$ cat config.mk
export PLATFORM = sky130hd
export DESIGN_NAME = fsqrt_nr_sequencer
export DESIGN_NICKNAME = d
export VERILOG_FILES = /design/src/rtl/fsqrt_nr_sequencer.sv
export SDC_FILE = /design/constraint.sdc
export NUM_CORES = 1
export LEC_CHECK = 0
export CORE_MARGIN = 8
export CORE_UTILIZATION = 53
export CTS_CLUSTER_SIZE = 40
export DETAILED_ROUTE_END_ITERATION = 10
export PLACE_DENSITY_LB_ADDON = 0.12
export SLEW_MARGIN = 10
export SYNTH_ARGS = -nofsm -noshare
export SYNTH_HDL_FRONTEND = slang
export SYNTH_SLANG_ARGS = --single-unit
$ cat constraint.sdc
create_clock -name clk -period 5.4 [get_ports clk]
set_input_delay 1.62 -clock clk [delete_from_list [all_inputs] [get_ports clk]]
set_output_delay 1.62 -clock clk [all_outputs]
set_load 0.02 [all_outputs]
$ cat src/rtl/fsqrt_nr_sequencer.sv
// rtl/fsqrt_nr_sequencer.sv - double sqrt sequencer: rsqrt seed, ITERS Newton-Raphson passes, final x*y multiply
// Optional FSQRT_RSQRT_OUT_EN adds op_rsqrt to return 1/sqrt(x) directly from the last NR pass.
module fsqrt_nr_sequencer #(
  parameter int unsigned ITERS     = 4,
  parameter int unsigned STEP_WAIT = 2,
  parameter logic [63:0] MAGIC     = 64'h5FE6EB50C7B537A9
) (
  input  logic        clk,
  input  logic        rst_n,
  input  logic        start,
  input  logic [63:0] x_in,
`ifdef FSQRT_RSQRT_OUT_EN
  input  logic        op_rsqrt,
`endif
  output logic        busy,
  output logic        done,
  output logic [63:0] result,
  output logic [63:0] dp_x,
  output logic [63:0] dp_y,
  input  logic [63:0] dp_y_nr,
  output logic [63:0] mul_a,
  output logic [63:0] mul_b,
  input  logic [63:0] mul_p
);

  localparam int unsigned CW = (STEP_WAIT > 1) ? $clog2(STEP_WAIT) : 1;
  localparam logic [CW-1:0] CNT_LAST = CW'(STEP_WAIT - 1);
  localparam logic [3:0] ITER_LAST = 4'(ITERS - 1);
  localparam logic [63:0] QNAN = 64'h7FF8000000000000;

  typedef enum logic [2:0] {IDLE, SEED, STEP, FINAL, DONE} state_t;

  state_t        state_q, state_d;
  logic [63:0]   x_q, x_d, y_q, y_d, result_q, result_d;
  logic [63:0]   dp_x_q, dp_x_d, dp_y_q, dp_y_d, mul_a_q, mul_a_d, mul_b_q, mul_b_d;
  logic [3:0]    iter_q, iter_d;
  logic [CW-1:0] cnt_q, cnt_d;
  logic          rsqrt;
  logic          x_nan, x_zero, x_inf, special;
  logic [63:0]   special_val;

`ifdef FSQRT_RSQRT_OUT_EN
  logic rsqrt_q, rsqrt_d;
  assign rsqrt = rsqrt_q;
`else
  assign rsqrt = 1'b0;
`endif

  assign x_nan  = (x_q[62:52] == 11'h7FF) && (x_q[51:0] != 52'b0);
  assign x_inf  = (x_q[62:52] == 11'h7FF) && (x_q[51:0] == 52'b0);
  assign x_zero = (x_q[62:52] == 11'h000);

  // Subnormals are flushed and treated as signed zero, ahead of the negative check.
  always_comb begin
    special     = 1'b1;
    special_val = '0;
    if (x_nan)
      special_val = x_q | 64'h0008000000000000;
    else if (x_zero)
      special_val = rsqrt ? {x_q[63], 11'h7FF, 52'b0} : {x_q[63:52], 52'b0};
    else if (x_q[63])
      special_val = QNAN;
    else if (x_inf)
      special_val = rsqrt ? 64'b0 : x_q;
    else
      special = 1'b0;
  end

  always_comb begin
    state_d  = state_q;
    x_d      = x_q;
    y_d      = y_q;
    iter_d   = iter_q;
    cnt_d    = cnt_q;
    result_d = result_q;
    dp_x_d   = dp_x_q;
    dp_y_d   = dp_y_q;
    mul_a_d  = mul_a_q;
    mul_b_d  = mul_b_q;
`ifdef FSQRT_RSQRT_OUT_EN
    rsqrt_d  = rsqrt_q;
`endif
    case (state_q)
      IDLE: if (start) begin
        x_d     = x_in;
`ifdef FSQRT_RSQRT_OUT_EN
        rsqrt_d = op_rsqrt;
`endif
        state_d = SEED;
      end
      SEED: if (special) begin
        result_d = special_val;
        state_d  = DONE;
      end else begin
        y_d     = MAGIC - (x_q >> 1);
        iter_d  = '0;
        cnt_d   = '0;
        state_d = STEP;
      end
      STEP: if (cnt_q == CNT_LAST) begin
        cnt_d  = '0;
        y_d    = dp_y_nr;
        iter_d = iter_q + 4'd1;
        if (iter_q == ITER_LAST) begin
          if (rsqrt) begin
            result_d = dp_y_nr;
            state_d  = DONE;
          end else begin
            state_d = FINAL;
          end
        end
      end else begin
        cnt_d = cnt_q + 1'b1;
      end
      FINAL: if (cnt_q == CNT_LAST) begin
        cnt_d    = '0;
        result_d = mul_p;
        state_d  = DONE;
      end else begin
        cnt_d = cnt_q + 1'b1;
      end
      DONE:    state_d = IDLE;
      default: state_d = IDLE;
    endcase
    // Datapath operands are registered from the upcoming state so they are stable for the whole pass.
    if (state_d == STEP) begin
      dp_x_d = x_q;
      dp_y_d = y_d;
    end
    if (state_d == FINAL) begin
      mul_a_d = x_q;
      mul_b_d = y_d;
    end
  end

  always_ff @(posedge clk or negedge rst_n) begin
    if (!rst_n) begin
      state_q  <= IDLE;
      x_q      <= '0;
      y_q      <= '0;
      iter_q   <= '0;
      cnt_q    <= '0;
      result_q <= '0;
      dp_x_q   <= '0;
      dp_y_q   <= '0;
      mul_a_q  <= '0;
      mul_b_q  <= '0;
`ifdef FSQRT_RSQRT_OUT_EN
      rsqrt_q  <= 1'b0;
`endif
    end else begin
      state_q  <= state_d;
      x_q      <= x_d;
      y_q      <= y_d;
      iter_q   <= iter_d;
      cnt_q    <= cnt_d;
      result_q <= result_d;
      dp_x_q   <= dp_x_d;
      dp_y_q   <= dp_y_d;
      mul_a_q  <= mul_a_d;
      mul_b_q  <= mul_b_d;
`ifdef FSQRT_RSQRT_OUT_EN
      rsqrt_q  <= rsqrt_d;
`endif
    end
  end

  assign busy   = (state_q != IDLE);
  assign done   = (state_q == DONE);
  assign result = result_q;
  assign dp_x   = dp_x_q;
  assign dp_y   = dp_y_q;
  assign mul_a  = mul_a_q;
  assign mul_b  = mul_b_q;

endmodule
== After elaboration in Yosys (flattened, before gate mapping) ==
Index checks and enable logic that the tools add are counted.

* Bits in registers: 456
* Output and inout port bits: 322
* Bits of input ports: 195
* Logic and storage cells: 66

* Reduce and logical (&&, ||, !) cells: 15
* Eq/ne operators: 12
* Muxes and demuxes: 26
* Add/sub/neg operators: 3

{| class="wikitable"
|+ Operators by type and width
! operator !! count
|-
| $mux 64 || 6
|-
| $pmux 64 s2 || 2
|-
| $mux 63 || 2
|-
| $sub 63x63->64 const A || 1
|-
| $logic_not 52->1 || 1
|-
| $reduce_bool 52->1 || 1
|-
| $mux 3 || 5
|-
| $eq 3x2->1 const B || 4
|-
| $pmux 3 s4 || 1
|-
| $eq 11x11->1 const B || 1
|-
| $logic_not 11->1 || 1
|-
| $mux 4 || 2
|-
| $ne 2x2->1 const B || 4
|-
| $pmux 4 s2 || 1
|-
| $mux 1 || 6
|-
| $reduce_and 3->1 || 2
|-
| $reduce_bool 2->1 || 3
|-
| $add 4x1->4 const B || 1
|-
| $eq 4x2->1 const B || 1
|-
| $reduce_and 2->1 || 2
|-
| $eq 3x1->1 const B || 1
|-
| $eq 3x3->1 const B || 1
|-
| $logic_not 3->1 || 1
|-
| $reduce_bool 3->1 || 1
|-
| 4 further kinds || 5
|}

== Depth between registers and ports, before layout ==
* Depth after elaboration: 9
* Depth in mapped cells: 12
* Mapped depth without buffers: 10

== Least setup slack after synthesis ==
No wires, ideal clock.

* Path type: input to register
* From: input start
* To: register dp_x_q[13] (netlist: dp_x[13])
* Buffers on the path: 3
* Setup time: 0.125 ns
* Stages on the path: 9
* Required time: 5.275 ns
* Arrival time: 2.819 ns
* Setup slack: 2.455 ns
* Cells stage by stage: mux2i_1 -> nor2_1 -> a21oi_1 -> nor2_1 -> nor2b_1 -> clkbuf_1 -> buf_6 -> buf_6 -> mux2_4

* Cells in the longest elaborated chain, start to end: 3

{| class="wikitable"
|+ Ends and longest elaborated chain
! what !! line !! source
|-
| start: declaration || 10 || <nowiki>input logic start,</nowiki>
|-
| $mux 3 || 84 || <nowiki>IDLE: if (start) begin</nowiki>
|-
| $pmux 3 s4 || 83 || <nowiki>case (state_q)</nowiki>
|-
| net state_d[0] || 33 || <nowiki>state_t state_q, state_d;</nowiki>
|-
| $eq 3x2->1 || 126 || <nowiki>if (state_d == STEP) begin</nowiki>
|-
| end signal: assignment || 158 || <nowiki>dp_x_q <= dp_x_d;</nowiki>
|-
| end: declaration || 35 || <nowiki>logic [63:0] dp_x_q, dp_x_d, dp_y_q, dp_y_d, mul_a_q, mul_a_d, mul_b_q, mul_b_d;</nowiki>
|}

The timed path passes the listed nets, and every way through them passes these cells.
A chain may end at the register's enable or synchronous reset.

== Worst setup path in the final report ==
* From: register state_q[2]
* To: output busy

* Cells in the longest elaborated chain, start to end: 1

{| class="wikitable"
|+ Ends and longest elaborated chain
! what !! line !! source
|-
| start: declaration || 33 ||
|-
| start signal: assignment || 152 || <nowiki>state_q <= state_d;</nowiki>
|-
| $reduce_bool 3->1 || 168 || <nowiki>assign busy = (state_q != IDLE);</nowiki>
|-
| end: declaration || 15 || <nowiki>output logic busy,</nowiki>
|}

No other way between the ends.

==> run metrics <==
Worst-path clk slew approximately 60 ps; pins over their slew limit 0; CP Cell Sequence or3_1, clkdlybuf4s50_1; average vias per placed instance about 5.9; Syn Std Cell Area about 20000 sq um; CTS-repair resized insts 0; synthesis-to-finish area growth 34.6%; die area approximately 45000 sq um; estimated wirelength of the detail-placed design ~50 mm; overall routing resource usage between 30% and 40%; total nets after synthesis between 2k and 2.5k; pin count of the biggest net entering global routing 130; number of remaining DRC errors 0; Via Count 17.1k; kind of start point of the critical path flop; clock tree sinks 456; grt ovf 0; status completed; Hold WS 470 ps; top cell type's share of synthesized area between 50% and 60%; Power Dens Cells approximately 740 nW/um^2; clock buffers created by TritonCTS 47; H-Tree Level Count 2; share of post-route cells with drive strength above 1 between 10% and 20%; cell types occupying the most area after synthesis sky130_fd_sc_hd__dfrtp_1 56%, sky130_fd_sc_hd__nand2_1 6.7%, sky130_fd_sc_hd__mux2_2 5.4%; average wire per standard cell roughly 25 microns; synth unique cells 83; accumulated negative setup slack 0 ps; register area share after synthesis about 56%; number of buffers on the longest clock path 3; PortBufs between 500 and 600; path type of the worst setup path reg -> out; Placer Congestion roughly 0.89; category of cells accounting for the largest share of critical-path delay flip-flops; number of design-rule violations left by the first detailed-router iteration 1611; Die Y between 200 and 250 microns; max incr delay on CP around 600 ps; TritonCTS clock tree yes; number of iterations in the first detailed-routing pass 5; CTS Hold Buffers Added 0; count of max-cap constraint violations 0; maximum ir drop on the vdd rail around 0.00063 V; Required @ worst endpoint roughly 3800 ps; setup repair after global routing missed its margin false; number of global-route vias before repair 17.1k; master cell of the clock root buffer sky130_fd_sc_hd__clkbuf_16; FF+latch count, synth between 400 and 500; kind of path behind the tightest hold check reg -> reg; library cell with the largest summed area after synthesis sky130_fd_sc_hd__dfrtp_1; ports placed on the boundary 517; number of antenna-violating nets in the routed design 0; highest fanout seen on the critical path 18; Slowest cell on crit path sky130_fd_sc_hd__dfrtp_1; filler cell count in the final layout around 2.7k; layout net count ~2.5k; initial standard-cell utilization of the core a little over half; EDFF count, synth 0; time the worst path needs with I/O delays and setup 3910 ps; WP buf/inv 1; Warnings, synthesis 0; portion of the clock cycle consumed by the worst path in the final layout ~72%; hold violation count in the final report 0; Synth Flop Type sky130_fd_sc_hd__dfrtp_1; standard-cell row count slightly above 70; Max Clock Skew between 15 and 20 ps; number of antenna violations at the first check in global routing 11; Placeable Area about 38000 sq um; post-CTS repair timing setup buffer count 0; asr flop ratio synth 100%; WL final around 70 mm; category of the worst setup path capture point primary output; Setup-failing EPs final 0; clock insertion delay at the later pin of the skew report approximately 580 ps; fmax roughly 260 MHz; leak pwr between 10 and 15 nW; Arr. time, crit path between 2000 and 2500 ps; Relative slew margins a little under a fifth; synthesized instance count between 1.5k and 2k; global-route wire length before repair ~110 mm; width of the chip roughly 210 microns; slew at the pin closest to its max-slew limit roughly 1200 ps; Avg Inst Size Synth roughly 11 sq um
==> sequential cells by signal (all words and copies together), names as in the netlist <==
| name | flops |
|---|---|
| dp_x | 64 |
| result | 64 |
| dp_y | 64 |
| iter_q | 4 |
| x_q | 64 |
| mul_b | 64 |
| state_q | 3 |
| mul_a | 64 |
| cnt_q | 1 |
| y_q | 64 |
==> tightest hold or removal path: cells and delay by family, from the launching register on <==
family / cells / cell delay (ps)
DFF: 1 / 340
and+or+nand+nor: 2 / 100
==> cells by family after synthesis <==
| family | count (synthesis) | synth area share, % |
|---|---|---|
| simple gates | 609 | 13.2 |
| compound gates | 457 | 14.7 |
| flops | 456 | 56.2 |
| buf+inv | 207 | 4.56 |
| mux | 153 | 9.39 |
| xor+xnor | 41 | 1.77 |
| fa+ha+maj | 2 | 0.123 |
==> area by class of cell <==
| class | instances | area (sq um) | area share [%] |
|---|---|---|---|
| clock buffers | 80 | 1570 | 5.76 |
| multi-input cells | 1262 | 8010 | 29.3 |
| well taps | 511 | 639 | 2.34 |
| diodes | 10 | 25.0 | 0.0916 |
| repair buffers | 536 | 5410 | 19.8 |
| clock inverters | 7 | 87.6 | 0.321 |
| flip-flops and latches | 456 | 11400 | 41.8 |
| inverters | 44 | 165 | 0.605 |
==> final timing paths <==
kind	from	end	slack, ps	depth (start not counted)
worst max register to register	x_q[2]	mul_b[53]	1790	10
worst max-delay path	state_q[2]	busy	1490	2
worst min-delay path	mul_a[56]	mul_a[56]	470	2
min in group asynchronous	rst_n	result[35]	1170	1
max in group asynchronous	rst_n	dp_y[3]	3100	2
worst min register to register	mul_a[56]	mul_a[56]	470	2
==> cells in the mapped netlist (all sizes together) (10+ instances only) <==
cell and count:
a211oi 11, a21oi 83, a222oi 19, a22oi 79
a31oi 25, buf 55, clkbuf 108, dfrtp 456
inv 44, mux2 148, nand2 361, nand2b 10
nand3 13, nand4 14, nor2 115, nor2b 11
nor3 15, nor4 17, o21ai 166, o31ai 12
xnor2 27, xor2 14
==> layout by cell type, fill, tap and decap left out, types with 8 or more instances in the layout <==
cell type,Yosys,final
sky130_fd_sc_hd__a211oi_1,9,8
sky130_fd_sc_hd__a21oi_1,81,81
sky130_fd_sc_hd__a222oi_1,19,19
sky130_fd_sc_hd__a22oi_1,79,79
sky130_fd_sc_hd__a31oi_1,25,25
sky130_fd_sc_hd__buf_4,2,13
sky130_fd_sc_hd__clkbuf_1,107,8
sky130_fd_sc_hd__clkbuf_16,0,49
sky130_fd_sc_hd__clkbuf_8,0,23
sky130_fd_sc_hd__clkdlybuf4s50_1,0,515
sky130_fd_sc_hd__dfrtp_1,456,456
sky130_fd_sc_hd__diode_2,0,10
sky130_fd_sc_hd__inv_1,44,44
sky130_fd_sc_hd__mux2_2,97,97
sky130_fd_sc_hd__mux2_4,50,50
sky130_fd_sc_hd__nand2_1,361,361
sky130_fd_sc_hd__nand2b_1,10,10
sky130_fd_sc_hd__nand3_1,11,11
sky130_fd_sc_hd__nand4_1,14,14
sky130_fd_sc_hd__nor2_1,114,112
sky130_fd_sc_hd__nor2b_1,11,10
sky130_fd_sc_hd__nor3_1,15,15
sky130_fd_sc_hd__nor4_1,17,17
sky130_fd_sc_hd__o211ai_1,9,9
sky130_fd_sc_hd__o21ai_0,142,142
sky130_fd_sc_hd__o21ai_1,24,23
sky130_fd_sc_hd__o31ai_1,10,10
sky130_fd_sc_hd__xnor2_1,27,27
sky130_fd_sc_hd__xor2_1,14,14
==> layer usage <==
layer | routed length [microns] | up-vias | share of wire (%) | global-route usage, %
met3 | 6270 | 158 | 8.7 | 7.88
met2 | 34500 | 786 | 48 | 51.3
met5 | 31 | - | 0.043 | 0
met4 | 2910 | 4 | 4.1 | 12.6
li1 | - | 7586 | - | -
met1 | 28100 | 8533 | 39 | 40.0
==> per-stage QoR <==
stage | setup WS [ps] | util, % | total power, mW | instances | area, sq um
after floorplan | 2460 | - | 12.2 | 1925 | 20300
after CTS | 1470 | 72.5 | 20.1 | 2896 | 27300
after detailed placement | 1700 | 68.0 | 16.6 | 2809 | 25600
after global routing | 1430 | 72.5 | 21.1 | 2903 | 27300
after global placement | 1720 | 68.0 | 16.4 | 2809 | 25600
final | 1490 | 72.5 | 20.1 | 2906 | 27300
==> report_power, final <==
part           internal (mW)  total, mW  leakage, nW  switching [mW]
combinational           4.41       9.81         5.29            5.40
sequential              5.11       6.86         5.61            1.75
clock                   2.07       3.42        0.823            1.35
Note: power is estimated with default switching activity, not from simulation.
